--- src/rtl/mem_bus_unit.sv ---
// mem_bus_unit: memory-access stage between the multicycle controller and a
// variable-latency req/ack bus. It converts a single-state fetch/load/store
// request into one bus transaction, stalls the controller until the bus
// completes, and owns the instruction register and the extended load-data register.
module mem_bus_unit #(
  parameter int unsigned TIMEOUT_CYCLES = 255
) (
  input  logic        clk,
  input  logic        reset,
  input  logic        req_valid,
  input  logic        req_fetch,
  input  logic        req_write,
  input  logic [31:0] req_addr,
  input  logic [31:0] req_wdata,
  input  logic [2:0]  req_funct3,
  output logic        stall,
  output logic        done,
  output logic        err,
  output logic [31:0] instr,
  output logic [31:0] rdata,
  output logic        bus_req,
  output logic        bus_we,
  output logic [31:0] bus_addr,
  output logic [3:0]  bus_be,
  output logic [31:0] bus_wdata,
  input  logic [31:0] bus_rdata,
  input  logic        bus_ack
);

  typedef enum logic [1:0] {
    IDLE = 2'd0,
    REQ  = 2'd1,
    DONE = 2'd2,
    ERR  = 2'd3
  } state_t;

  // A value of zero disables the bus timeout entirely.
  localparam logic [31:0] TMO = 32'(TIMEOUT_CYCLES);

  state_t      state_reg;
  state_t      state_next;

  // Request captured in IDLE and held for the whole transaction.
  logic        fetch_reg;
  logic        we_reg;
  logic [2:0]  funct3_reg;
  logic [1:0]  off_reg;
  logic [31:0] addr_reg;
  logic [31:0] wdata_reg;
  logic [3:0]  be_reg;
  logic [31:0] cnt_reg;
  logic [31:0] instr_reg;
  logic [31:0] rdata_reg;

  // Decode of the incoming request.
  logic [2:0]  size_f3;
  logic        legal;
  logic [3:0]  byte_hit;
  logic [3:0]  be_next;
  logic [31:0] wdata_next;

  // Transaction progress and load-lane extraction.
  logic        timeout_hit;
  logic [7:0]  ld_byte;
  logic [15:0] ld_half;
  logic [31:0] ld_ext;

  // A fetch always moves a full word regardless of funct3.
  assign size_f3 = req_fetch ? 3'b010 : req_funct3;

  // One-hot lane select for byte accesses.
  genvar gi;
  generate
    for (gi = 0; gi < 4; gi++) begin : g_lane
      assign byte_hit[gi] = (req_addr[1:0] == 2'(gi));
    end
  endgenerate

  // Alignment and size legality of the incoming request.
  always_comb begin
    legal = 1'b0;
    if (req_fetch) begin
      legal = (req_addr[1:0] == 2'b00);
    end else begin
      case (req_funct3)
        3'b000, 3'b100: legal = 1'b1;
        3'b001, 3'b101: legal = ~req_addr[0];
        3'b010:         legal = (req_addr[1:0] == 2'b00);
        default:        legal = 1'b0;
      endcase
    end
  end

  // Byte enables and lane-replicated store data for the incoming request.
  always_comb begin
    be_next    = 4'b1111;
    wdata_next = req_wdata;
    case (size_f3[1:0])
      2'b00: begin
        be_next    = byte_hit;
        wdata_next = {4{req_wdata[7:0]}};
      end
      2'b01: begin
        be_next    = req_addr[1] ? 4'b1100 : 4'b0011;
        wdata_next = {2{req_wdata[15:0]}};
      end
      default: begin
        be_next    = 4'b1111;
        wdata_next = req_wdata;
      end
    endcase
  end

  // Select the addressed byte/halfword of the bus word and extend it.
  always_comb begin
    ld_byte = 8'h00;
    case (off_reg)
      2'b00:   ld_byte = bus_rdata[7:0];
      2'b01:   ld_byte = bus_rdata[15:8];
      2'b10:   ld_byte = bus_rdata[23:16];
      default: ld_byte = bus_rdata[31:24];
    endcase
    ld_half = off_reg[1] ? bus_rdata[31:16] : bus_rdata[15:0];
    case (funct3_reg)
      3'b000:  ld_ext = {{24{ld_byte[7]}}, ld_byte};
      3'b001:  ld_ext = {{16{ld_half[15]}}, ld_half};
      3'b100:  ld_ext = {24'h000000, ld_byte};
      3'b101:  ld_ext = {16'h0000, ld_half};
      default: ld_ext = bus_rdata;
    endcase
  end

  // The counter holds the number of REQ cycles already completed, so the
  // last permitted cycle is the one where it equals TMO-1.
  assign timeout_hit = (TMO != 32'd0) && (cnt_reg == (TMO - 32'd1));

  // State register; reset abandons any in-flight transaction at once.
  always_ff @(posedge clk or posedge reset) begin
    if (reset) begin
      state_reg <= IDLE;
    end else begin
      state_reg <= state_next;
    end
  end

  // Next-state and handshake outputs.
  always_comb begin
    state_next = state_reg;
    stall      = 1'b0;
    done       = 1'b0;
    err        = 1'b0;
    bus_req    = 1'b0;
    bus_we     = 1'b0;
    case (state_reg)
      IDLE: begin
        stall = req_valid;
        if (req_valid) begin
          state_next = legal ? REQ : ERR;
        end
      end
      REQ: begin
        bus_req = 1'b1;
        bus_we  = we_reg;
        stall   = 1'b1;
        // An ack in the timeout cycle still completes normally.
        if (bus_ack) begin
          state_next = DONE;
        end else if (timeout_hit) begin
          state_next = ERR;
        end
      end
      DONE: begin
        done       = 1'b1;
        state_next = IDLE;
      end
      ERR: begin
        done       = 1'b1;
        err        = 1'b1;
        state_next = IDLE;
      end
      default: begin
        state_next = IDLE;
      end
    endcase
  end

  // Request capture, timeout counting and result registers.
  always_ff @(posedge clk or posedge reset) begin
    if (reset) begin
      fetch_reg  <= 1'b0;
      we_reg     <= 1'b0;
      funct3_reg <= 3'b000;
      off_reg    <= 2'b00;
      addr_reg   <= 32'h0;
      wdata_reg  <= 32'h0;
      be_reg     <= 4'h0;
      cnt_reg    <= 32'h0;
      instr_reg  <= 32'h0;
      rdata_reg  <= 32'h0;
    end else begin
      case (state_reg)
        IDLE: begin
          cnt_reg <= 32'h0;
          if (req_valid) begin
            fetch_reg  <= req_fetch;
            we_reg     <= req_write & ~req_fetch;
            funct3_reg <= size_f3;
            off_reg    <= req_addr[1:0];
            addr_reg   <= {req_addr[31:2], 2'b00};
            wdata_reg  <= wdata_next;
            be_reg     <= be_next;
          end
        end
        REQ: begin
          cnt_reg <= cnt_reg + 32'd1;
          if (bus_ack) begin
            if (fetch_reg) begin
              instr_reg <= bus_rdata;
            end else if (!we_reg) begin
              rdata_reg <= ld_ext;
            end
          end
        end
        default: begin
          cnt_reg <= 32'h0;
        end
      endcase
    end
  end

  assign instr     = instr_reg;
  assign rdata     = rdata_reg;
  assign bus_addr  = addr_reg;
  assign bus_be    = be_reg;
  assign bus_wdata = wdata_reg;

endmodule

--- config.mk ---
export PLATFORM = sky130hd
export DESIGN_NAME = mem_bus_unit
export DESIGN_NICKNAME = d
export VERILOG_FILES = /design/src/rtl/mem_bus_unit.sv
export SDC_FILE = /design/constraint.sdc
export NUM_CORES = 1
export LEC_CHECK = 0
export ABC_AREA = 0
export BUFFER_PORTS_ARGS = -buffer_cell sky130_fd_sc_hd__clkbuf_2
export CAP_MARGIN = 10
export CORE_ASPECT_RATIO = 0.8
export CORE_MARGIN = 2
export CORE_UTILIZATION = 55
export DETAILED_ROUTE_END_ITERATION = 16
export GPL_TIMING_DRIVEN = 0
export PLACE_DENSITY = 0.94
export SETUP_SLACK_MARGIN = 0.4
export SYNTH_ARGS = -nofsm -noshare
export SYNTH_HDL_FRONTEND = slang
export SYNTH_SLANG_ARGS = --single-unit
--- constraint.sdc ---
create_clock -name clk -period 13.3 [get_ports clk]
set_clock_uncertainty 0.2 [all_clocks]
set_input_delay 0.665 -clock clk [delete_from_list [all_inputs] [get_ports clk]]
set_output_delay 0.665 -clock clk [all_outputs]
set_load 0.01 [all_outputs]
==> results.py, run 1 <==
metrics = {
    "critical_path": {
        "r2r_end": "rdata[20]",
        "reg2reg_from": "off_reg[0]",
        "rr_worst_depth": 5,
        "path_max_fanout": 10,
        "r2r_setup_slack_ns": 10.84,
        "endpoint_kind": "output pin",
        "crit_required_ns": 12.44,
        "startpoint_type": "flip-flop",
        "cp_data_arrival_time_ns": 1.99,
        "worst-setup-path-type": "flip-flop to output pin",
    },
    "status": {
        "status": "completed",
    },
    "cts": {
        "cts_max_level": 4,
        "cts_tree": "done",
        "cts_hold_buffers": 0,
        "clockRootBuffer": "clkbuf_16",
        "cts.repair.resized": 0,
        "cts_num_sinks": 171,
        "clockBufferDepth": 2,
        "clkLatencyLatePin_ns": 0.43,
        "clk_pin_slew_ns": 0.07,
        "numCtsBuffers": 17,
        "postCtsSetupBuffers": 0,
    },
    "die": {
        "die_w_um": 137,
        "row_count": 38,
        "dieHeight_um": 110,
        "initial_core_util": 0.568,
        "die_area_um2": 15100,
        "pin_count": 242,
        "coreArea_um2": 13700,
    },
    "synth": {
        "synth_most_common_cell": "nand2_1",
        "syn_inst": 826,
        "yosysSeqAreaShare": 0.550,
        "synth_area_per_cell_um2": 9.41,
        "synth_cell_type_count": 49,
        "netlist_top_cells_area": "dfrtp_1, nand2_1, nor2_1",
        "synth-edff-count": 0,
        "synth_seq_cells": 171,
        "synthesis.area_um2": 7770,
        "async_flop_share": 1.00,
        "synth_top_area_frac": 0.550,
        "yosys-top-cells-count": "nand2_1, dfrtp_1, nor2_1",
        "synthFlopType": "dfrtp_1",
        "synth_area_leader_cell": "dfrtp_1",
        "synth_warnings": 0,
    },
    "route": {
        "wirelength_mm": 22.9,
        "route.detailed.drc": 0,
        "ant_nets": 0,
        "avgRoutedWirePerCell_um": 17.9,
        "vias_per_cell": 5.72,
        "drtPass1Iterations": 5,
        "drtIter0Drc": 650,
        "vias": 7321,
    },
    "sta": {
        "setup_slack_ns": 10.44,
        "worstMarginPinSlew_ns": 0.670,
        "setup_violations": 0,
        "hold_viol": 0,
        "relSlewSlack": 0.553,
        "fin_crit_sh": 0.215,
        "fmax_mhz": 350,
        "grt_setup_unrepaired": "false",
        "whs_ns": 0.144,
        "drv_slew": 0,
        "fin_setup_tns_ns": 0,
        "period_needed_ns": 2.86,
    },
    "placement": {
        "dp_slack_ns": 10.56,
        "gp_congestion": 0.964,
        "port_buffers": 239,
        "dpl.hpwl_mm": 16.5,
    },
    "grt": {
        "antenna_found_initial": 0,
        "globalRouteOverflowTotal": 0,
        "grt_pass1_wl_mm": 35.9,
        "grt_pass1_vias": 7164,
        "globalRouteTotalUtil": 0.312,
        "grt_max_degree": 98,
    },
    "cells_and_area": {
        "layout-drive-gt1-share": 0.283,
        "antennaDiodeCount": 0,
        "areaGrowthSynthToFinish_pct": 26.6,
        "fin_nets": 1193,
    },
    "power": {
        "cellPowerDensity_nw_per_um2": 224,
        "p_leak_nw": 4.83,
        "max-vdd-ir-drop_v": 0.000151,
    },
    "job": {
        "drv_cap": 0,
    },
    "worst_hold_path": {
        "hold_path_class": "input port to async pin",
    },
}
[final cells by class]
class	instances	area, µm²
sequential	171	4280
inverter	17	71.3
timing repair buffer	240	1220
fill	1029	3850
buffer	54	220
tap	180	225
clock buffer	18	439
clock inverter	14	169
multi-input combinational	585	3220
[metrics by stage]
| stage | power (W) | util | cells | area (µm²) |
|---|---|---|---|---|
| 6_report | 0.00221 | 0.719 | 1279 | 9840 |
| 5_1_grt | 0.00234 | 0.719 | 1279 | 9840 |
| 4_1_cts | 0.00221 | 0.719 | 1279 | 9840 |
| 3_5_place_dp | 0.00169 | 0.674 | 1247 | 9240 |
| 3_3_place_gp | 0.00164 | 0.672 | 1246 | 9200 |
| 2_1_floorplan | 0.00132 | - | 827 | 7780 |
[logic make-up (layout without fill, tap and decap cells)]
family,after synthesis,after routing,synth area share
AND/OR/NAND/NOR,395,395,0.228
flip-flops,171,171,0.550
AO/OA/AOI/OAI,138,138,0.115
buffers and inverters,71,343,0.0365
multiplexers,38,38,0.0546
XOR/XNOR,10,10,0.0113
adder cells (fa/ha/maj),2,2,0.00322
other,1,2,0.000482
[metal layers]
layer | global-route usage | up-vias | part of all wire
li1 | - | 3344 | -
met1 | 0.394 | 3520 | 0.40
met2 | 0.513 | 397 | 0.49
met3 | 0.0873 | 60 | 0.086
met4 | 0.124 | 0 | 0.027
met5 | 0 | - | 0
[where the power goes]
group | switching, W | internal (W)
Clock | 0.000211 | 0.000301
Sequential | 0.000136 | 0.000728
Combinational | 0.000510 | 0.000323
[placed cells by master, fill, tap and decap left out, drive strengths merged, types with 3 or more instances in the layout]
master and count:
clkinv 5, a211oi 8, or3 12, xnor2 6, buf 13, inv 19
xor2 4, a21oi 41, nand3 12, dfrtp 171, nand2b 13, o31ai 32
mux2 25, bufinv 3, mux2i 12, nand4 11, nand3b 4, nand2 217
a21o 8, a221oi 9, nor2 76, a31oi 13, clkinvlp 4, and2 3
and4 5, nor4 12, o21ai 18, or4 10, nor2b 11, nor3 4
clkbuf 299
[worst max path at each step]
| stage | slack (ns) | end | cells after the start | start |
|---|---|---|---|---|
| after floorplan | 7.80 | bus_addr[10] | 1 | reset |
| after global placement | 6.10 | bus_addr[28] | 2 | reset |
| after detailed placement | 10.56 | rdata[20] | 6 | bus_rdata[31] |
| after CTS | 10.44 | bus_we | 5 | state_reg[1] |
| after global routing | 10.33 | bus_we | 5 | state_reg[1] |
| final | 10.44 | bus_we | 5 | state_reg[1] |
[critical path, stage by stage (launching register included)]
cell	delay, ns
dfrtp_1	0.44
nand2b_1	0.18
inv_1	0.15
clkbuf_1	0.45
and2_1	0.21
clkbuf_2	0.13
(Power assumes the default switching activity.)
==> run 2: changes to the inputs <==
- ABC_AREA: 0 -> 1
- CORE_UTILIZATION: 55 -> 52
- PLACE_DENSITY: 0.94 -> 0.89
- clock period: 13.3 -> 2.94 ns (I/O delays scaled with it)
==> results.py, run 2 <==
metrics = {
    "status": {
        "status": "completed",
    },
    "cells_and_area": {
        "n_fill_cell": 1002,
        "fin_nets": 1527,
        "areaGrowthSynthToFinish_pct": 41.9,
        "layout_common_cells": "nand2_1, clkbuf_2, dfrtp_1",
        "final_area_um2": 11600,
        "final_common_cell": "nand2_1",
        "layout-drive-gt1-share": 0.238,
        "final_util": 0.746,
    },
    "synth": {
        "synthFlopType": "dfrtp_1",
        "synth_cell_type_count": 33,
        "synth_most_common_cell": "nand2_1",
        "netlist_top_cells_area": "dfrtp_1, nand2_1, inv_1",
        "synth-edff-count": 0,
        "synth_area_per_cell_um2": 7.98,
        "yosys-top-cells-count": "nand2_1, dfrtp_1, inv_1",
        "yosysSeqAreaShare": 0.522,
        "synth_warnings": 0,
        "synth_seq_cells": 171,
        "synth_area_leader_cell": "dfrtp_1",
        "synthesis.area_um2": 8190,
        "synth_top_area_frac": 0.522,
        "async_flop_share": 1.00,
        "syn_inst": 1026,
    },
    "route": {
        "drtPass1Iterations": 8,
        "vias": 9410,
        "ant_nets": 0,
        "drtIter0Drc": 1462,
        "vias_per_cell": 5.71,
        "avgRoutedWirePerCell_um": 18.9,
        "wirelength_mm": 31.1,
        "route.detailed.drc": 0,
    },
    "grt": {
        "globalRouteTotalUtil": 0.379,
        "grt_max_degree": 44,
        "use_met2": 0.581,
        "antenna_found_initial": 1,
        "grt.busiest_layer": "met2",
        "met3_usage": 0.144,
        "grt_pass1_wl_mm": 48.1,
        "globalRouteOverflowTotal": 0,
        "gr-usage-met1": 0.460,
        "grt_pass1_vias": 9176,
    },
    "critical_path": {
        "cpLargestDelayFamily": "buffers and inverters",
        "endpoint_kind": "flip-flop",
        "cp.buffers_inverters": 4,
        "path_cells": "inv_2, nand2_2, nor2_4, buf_4, buf_2, nand2_1, o211ai_1, dlygate4sd3_1",
        "crit_required_ns": 3.12,
        "reg2reg_from": "state_reg[1]",
        "max_stage_delay_ns": 0.62,
        "worst-setup-path-type": "flip-flop to flip-flop",
        "path_max_fanout": 10,
        "worst_path_max_delay_cell": "dlygate4sd3_1",
        "crit_start": "state_reg[1]",
        "cp_data_arrival_time_ns": 2.66,
        "startpoint_type": "flip-flop",
    },
    "power": {
        "p_leak_nw": 6.01,
        "cellPowerDensity_nw_per_um2": 927,
        "max-vdd-ir-drop_v": 0.000617,
    },
    "sta": {
        "whs_ns": 0.0111,
        "setup_violations": 0,
        "drv_slew": 0,
        "period_needed_ns": 2.48,
        "relSlewSlack": 0.594,
        "grt_setup_unrepaired": "false",
        "hold_viol": 0,
        "fin_crit_sh": 0.844,
        "fmax_mhz": 403,
        "worstMarginPinSlew_ns": 0.608,
    },
    "placement": {
        "gp_congestion": 0.959,
        "place_area_um2": 9740,
        "dpl.hpwl_mm": 18.0,
        "port_buffers": 239,
    },
    "cts": {
        "numCtsBuffers": 17,
        "clockRootBuffer": "clkbuf_16",
        "clkLatencyLatePin_ns": 0.44,
        "cts.repair.resized": 0,
        "cts_num_sinks": 171,
        "cts_max_level": 4,
        "cts_tree": "done",
        "clk_pin_slew_ns": 0.08,
        "clockBufferDepth": 2,
    },
    "die": {
        "die_area_um2": 16800,
        "dieHeight_um": 116,
        "row_count": 41,
        "pin_count": 242,
        "die_w_um": 144,
        "coreArea_um2": 15600,
        "initial_core_util": 0.525,
    },
    "job": {
        "drv_cap": 0,
    },
    "worst_hold_path": {
        "hold_path_class": "input port to flip-flop",
        "holdCritStartpoint": "req_funct3[0]",
    },
}
## run 2: changes by cell type after synthesis, moves of 23 or more
cell	previous run	this run
o21ai_0	18	51
clkbuf_1	42	12
mux2_2	25	2
o211ai_1	1	24
nand3_1	11	52
o31ai_1	32	0
inv_1	17	108
nand2_1	217	350
## run 2: final timing paths
check | end | slack, ns | cells past startpoint
worst max register to register | bus_wdata[30] | 0.46 | 8
worst min register to register | bus_addr[15] | 0.29 | 2
min in group asynchronous | state_reg[0] | 0.12 | 3
worst min-delay path | bus_be[3] | 0.01 | 5
worst max-delay path | bus_wdata[30] | 0.46 | 8
max in group asynchronous | bus_addr[23] | 1.30 | 6
## run 2: repair_timing
| action | 4_1_cts | 5_1_grt |
|---|---|---|
| hold buffers | 128 | 0 |
| buffers inserted | 0 | 3 |
| endpoints found under the setup margin | 0 | 15 |
| hold endpoints to repair | 198 | 0 |
## run 2: final cells by class
class / instances / area [µm²] / share of cell area
sequential: 171 / 4280 / 0.368
multi-input combinational: 698 / 3270 / 0.282
timing repair buffer: 374 / 2580 / 0.222
inverter: 115 / 435 / 0.0374
clock buffer: 17 / 425 / 0.0366
tap: 215 / 269 / 0.0231
buffer: 43 / 210 / 0.0181
clock inverter: 14 / 151 / 0.0130
antenna: 1 / 2.50 / 0.000215
## run 2: tightest hold or removal path: stages
cell      delay [ns]
clkbuf_2        0.09
inv_1           0.07
nor2_1          0.07
nor2_1          0.12
o21ai_0         0.10
## run 2: metrics by stage
step	setup WS, ns	power (W)	std cells	TNS [ns]
after CTS	0.531	0.0103	1644	0
after global routing	0.389	0.0113	1648	0
after floorplan	0.410	0.00607	1027	0
after detailed placement	1.02	0.00777	1485	0
after global placement	-0.571	0.00759	1481	-94.17
final	0.459	0.0108	1648	0
## run 2: where the power goes
group          internal (W)  total, W  switching (W)
Combinational       0.00180   0.00462        0.00282
Clock               0.00113   0.00225        0.00112
Sequential          0.00328   0.00391       0.000630
## run 2: logic make-up after synthesis
family	share of synthesized area
AND/OR/NAND/NOR	0.264
flip-flops	0.522
buffers and inverters	0.0784
AO/OA/AOI/OAI	0.0971
multiplexers	0.0302
XOR/XNOR	0.00428
adder cells (fa/ha/maj)	0.00305
other	0.000458
## run 2: per-layer routing
layer | wire (µm) | vias up
met4 | 2160 | 0
met5 | 0 | -
met2 | 13800 | 782
met3 | 3840 | 245
li1 | - | 4017
met1 | 11300 | 4366
==> run 3: changes to the inputs <==
- clock period: 2.94 -> 2.4 ns (I/O delays scaled with it)
==> results.py, run 3 (same netlist as run 2, synthesis figures left out) <==
metrics = {
    "status": {
        "status": "completed",
    },
    "power": {
        "p_leak_nw": 5.93,
        "max-vdd-ir-drop_v": 0.000727,
        "cellPowerDensity_nw_per_um2": 1120,
    },
    "route": {
        "drtIter0Drc": 1267,
        "avgRoutedWirePerCell_um": 18.2,
        "vias": 9101,
        "drtPass1Iterations": 7,
        "route.detailed.drc": 0,
        "ant_nets": 0,
        "wirelength_mm": 29.7,
        "vias_per_cell": 5.59,
    },
    "cts": {
        "clockBufferDepth": 2,
        "cts_max_level": 4,
        "clk_pin_slew_ns": 0.08,
        "cts_num_sinks": 171,
        "cts_tree": "done",
        "numCtsBuffers": 17,
        "clockRootBuffer": "clkbuf_16",
        "clkLatencyLatePin_ns": 0.43,
    },
    "critical_path": {
        "endpoint_kind": "output pin",
        "worst-setup-path-type": "flip-flop to output pin",
        "r2r_setup_slack_ns": 0.49,
        "worst_path_max_delay_cell": "dfrtp_1",
        "max_stage_delay_ns": 0.42,
        "cp_data_arrival_time_ns": 1.65,
        "startpoint_type": "flip-flop",
        "crit_required_ns": 2.08,
        "path_max_fanout": 3,
        "path_cells": "inv_2, nand2_2, nor2_4, inv_2, buf_8, buf_8, nand2_1, buf_6",
    },
    "sta": {
        "period_needed_ns": 1.97,
        "fin_crit_sh": 0.820,
        "worstMarginPinSlew_ns": 0.613,
        "hold_viol": 0,
        "relSlewSlack": 0.591,
        "fin_setup_tns_ns": 0,
        "setup_violations": 0,
        "fmax_mhz": 508,
        "grt_setup_unrepaired": "true",
        "drv_slew": 0,
    },
    "worst_hold_path": {
        "hold_path_class": "input port to flip-flop",
    },
    "cells_and_area": {
        "layout-drive-gt1-share": 0.249,
        "final_common_cell": "nand2_1",
        "fin_nets": 1507,
        "final_area_um2": 11500,
        "layout_common_cells": "nand2_1, clkbuf_2, dfrtp_1",
        "areaGrowthSynthToFinish_pct": 40.3,
        "stdcell_count": 1628,
    },
    "die": {
        "dieHeight_um": 116,
        "die_area_um2": 16800,
        "row_count": 41,
        "die_w_um": 144,
        "pin_count": 242,
        "coreArea_um2": 15600,
        "initial_core_util": 0.525,
    },
    "placement": {
        "dpl.cell_count": 1485,
        "port_buffers": 239,
        "gp_congestion": 0.959,
        "dpl.hpwl_mm": 18.0,
        "place_area_um2": 9740,
    },
    "grt": {
        "globalRouteTotalUtil": 0.353,
        "grt_pass1_vias": 8788,
        "globalRouteOverflowTotal": 0,
        "antenna_found_initial": 1,
        "grt_max_degree": 44,
        "grt_pass1_wl_mm": 45.2,
    },
    "job": {
        "drv_cap": 0,
    },
}
==> run 3: layout make-up <==
cell class                      count  area (µm²)
Sequential cell                   171        4280
Fill cell                        1016        4100
Multi-Input combinational cell    698        3310
Timing Repair Buffer              354        2380
Inverter                          115         438
Clock buffer                       17         425
Tap cell                          215         269
Buffer                             43         233
Clock inverter                     14         151
Antenna cell                        1        2.50
==> run 3: metrics by stage <==
step | power [W] | worst slack (ns) | util | hold slack (ns)
floorplan | 0.00744 | -0.103 | - | 0.0318
global placement | 0.00930 | -1.08 | 0.620 | 0.120
detailed placement | 0.00951 | 0.506 | 0.625 | 0.00929
CTS | 0.0125 | 0.411 | 0.733 | 0.0542
global route | 0.0135 | 0.364 | 0.737 | 0.138
finish | 0.0129 | 0.433 | 0.737 | 0.0843
==> run 3: where the power goes <==
part / internal [W] / switching, W / leakage (nW)
clock network: 0.00139 / 0.00135 / 0.279
logic: 0.00203 / 0.00334 / 3.50
registers: 0.00402 / 0.000756 / 2.15
==> run 3: final timing paths <==
| path | start | to | cells after the start |
|---|---|---|---|
| max | state_reg[0] | stall | 8 |
| min | req_funct3[0] | state_reg[1] | 5 |
| max reg2reg | state_reg[0] | bus_wdata[12] | 7 |
| min reg2reg | rdata[5] | rdata[5] | 2 |
| max in group asynchronous | reset | bus_addr[28] | 6 |
| min in group asynchronous | reset | cnt_reg[19] | 3 |
==> run 3: layer usage <==
| metal | part of all wire | track usage | vias to the layer above |
|---|---|---|---|
| li1 | - | - | 3980 |
| met1 | 0.38 | 0.441 | 4241 |
| met2 | 0.45 | 0.548 | 701 |
| met3 | 0.11 | 0.128 | 179 |
| met4 | 0.056 | 0.180 | 0 |
| met5 | 0 | 0 | - |
==> run 3: repair_timing <==
item | in CTS | in global routing
endpoints found under the hold margin | 198 | 0
setup endpoints to repair | 2 | 39
gates resized for setup | 6 | 16
setup buffers | 5 | 0
hold buffers | 106 | 0
pin swaps | 1 | 3
==> run 3: worst max-delay path: cells and delay by family, from the launching register on <==
kind	cells	cell delay, ns
buffers and inverters	5	0.54
DFF	1	0.42
and+or+nand+nor	3	0.26
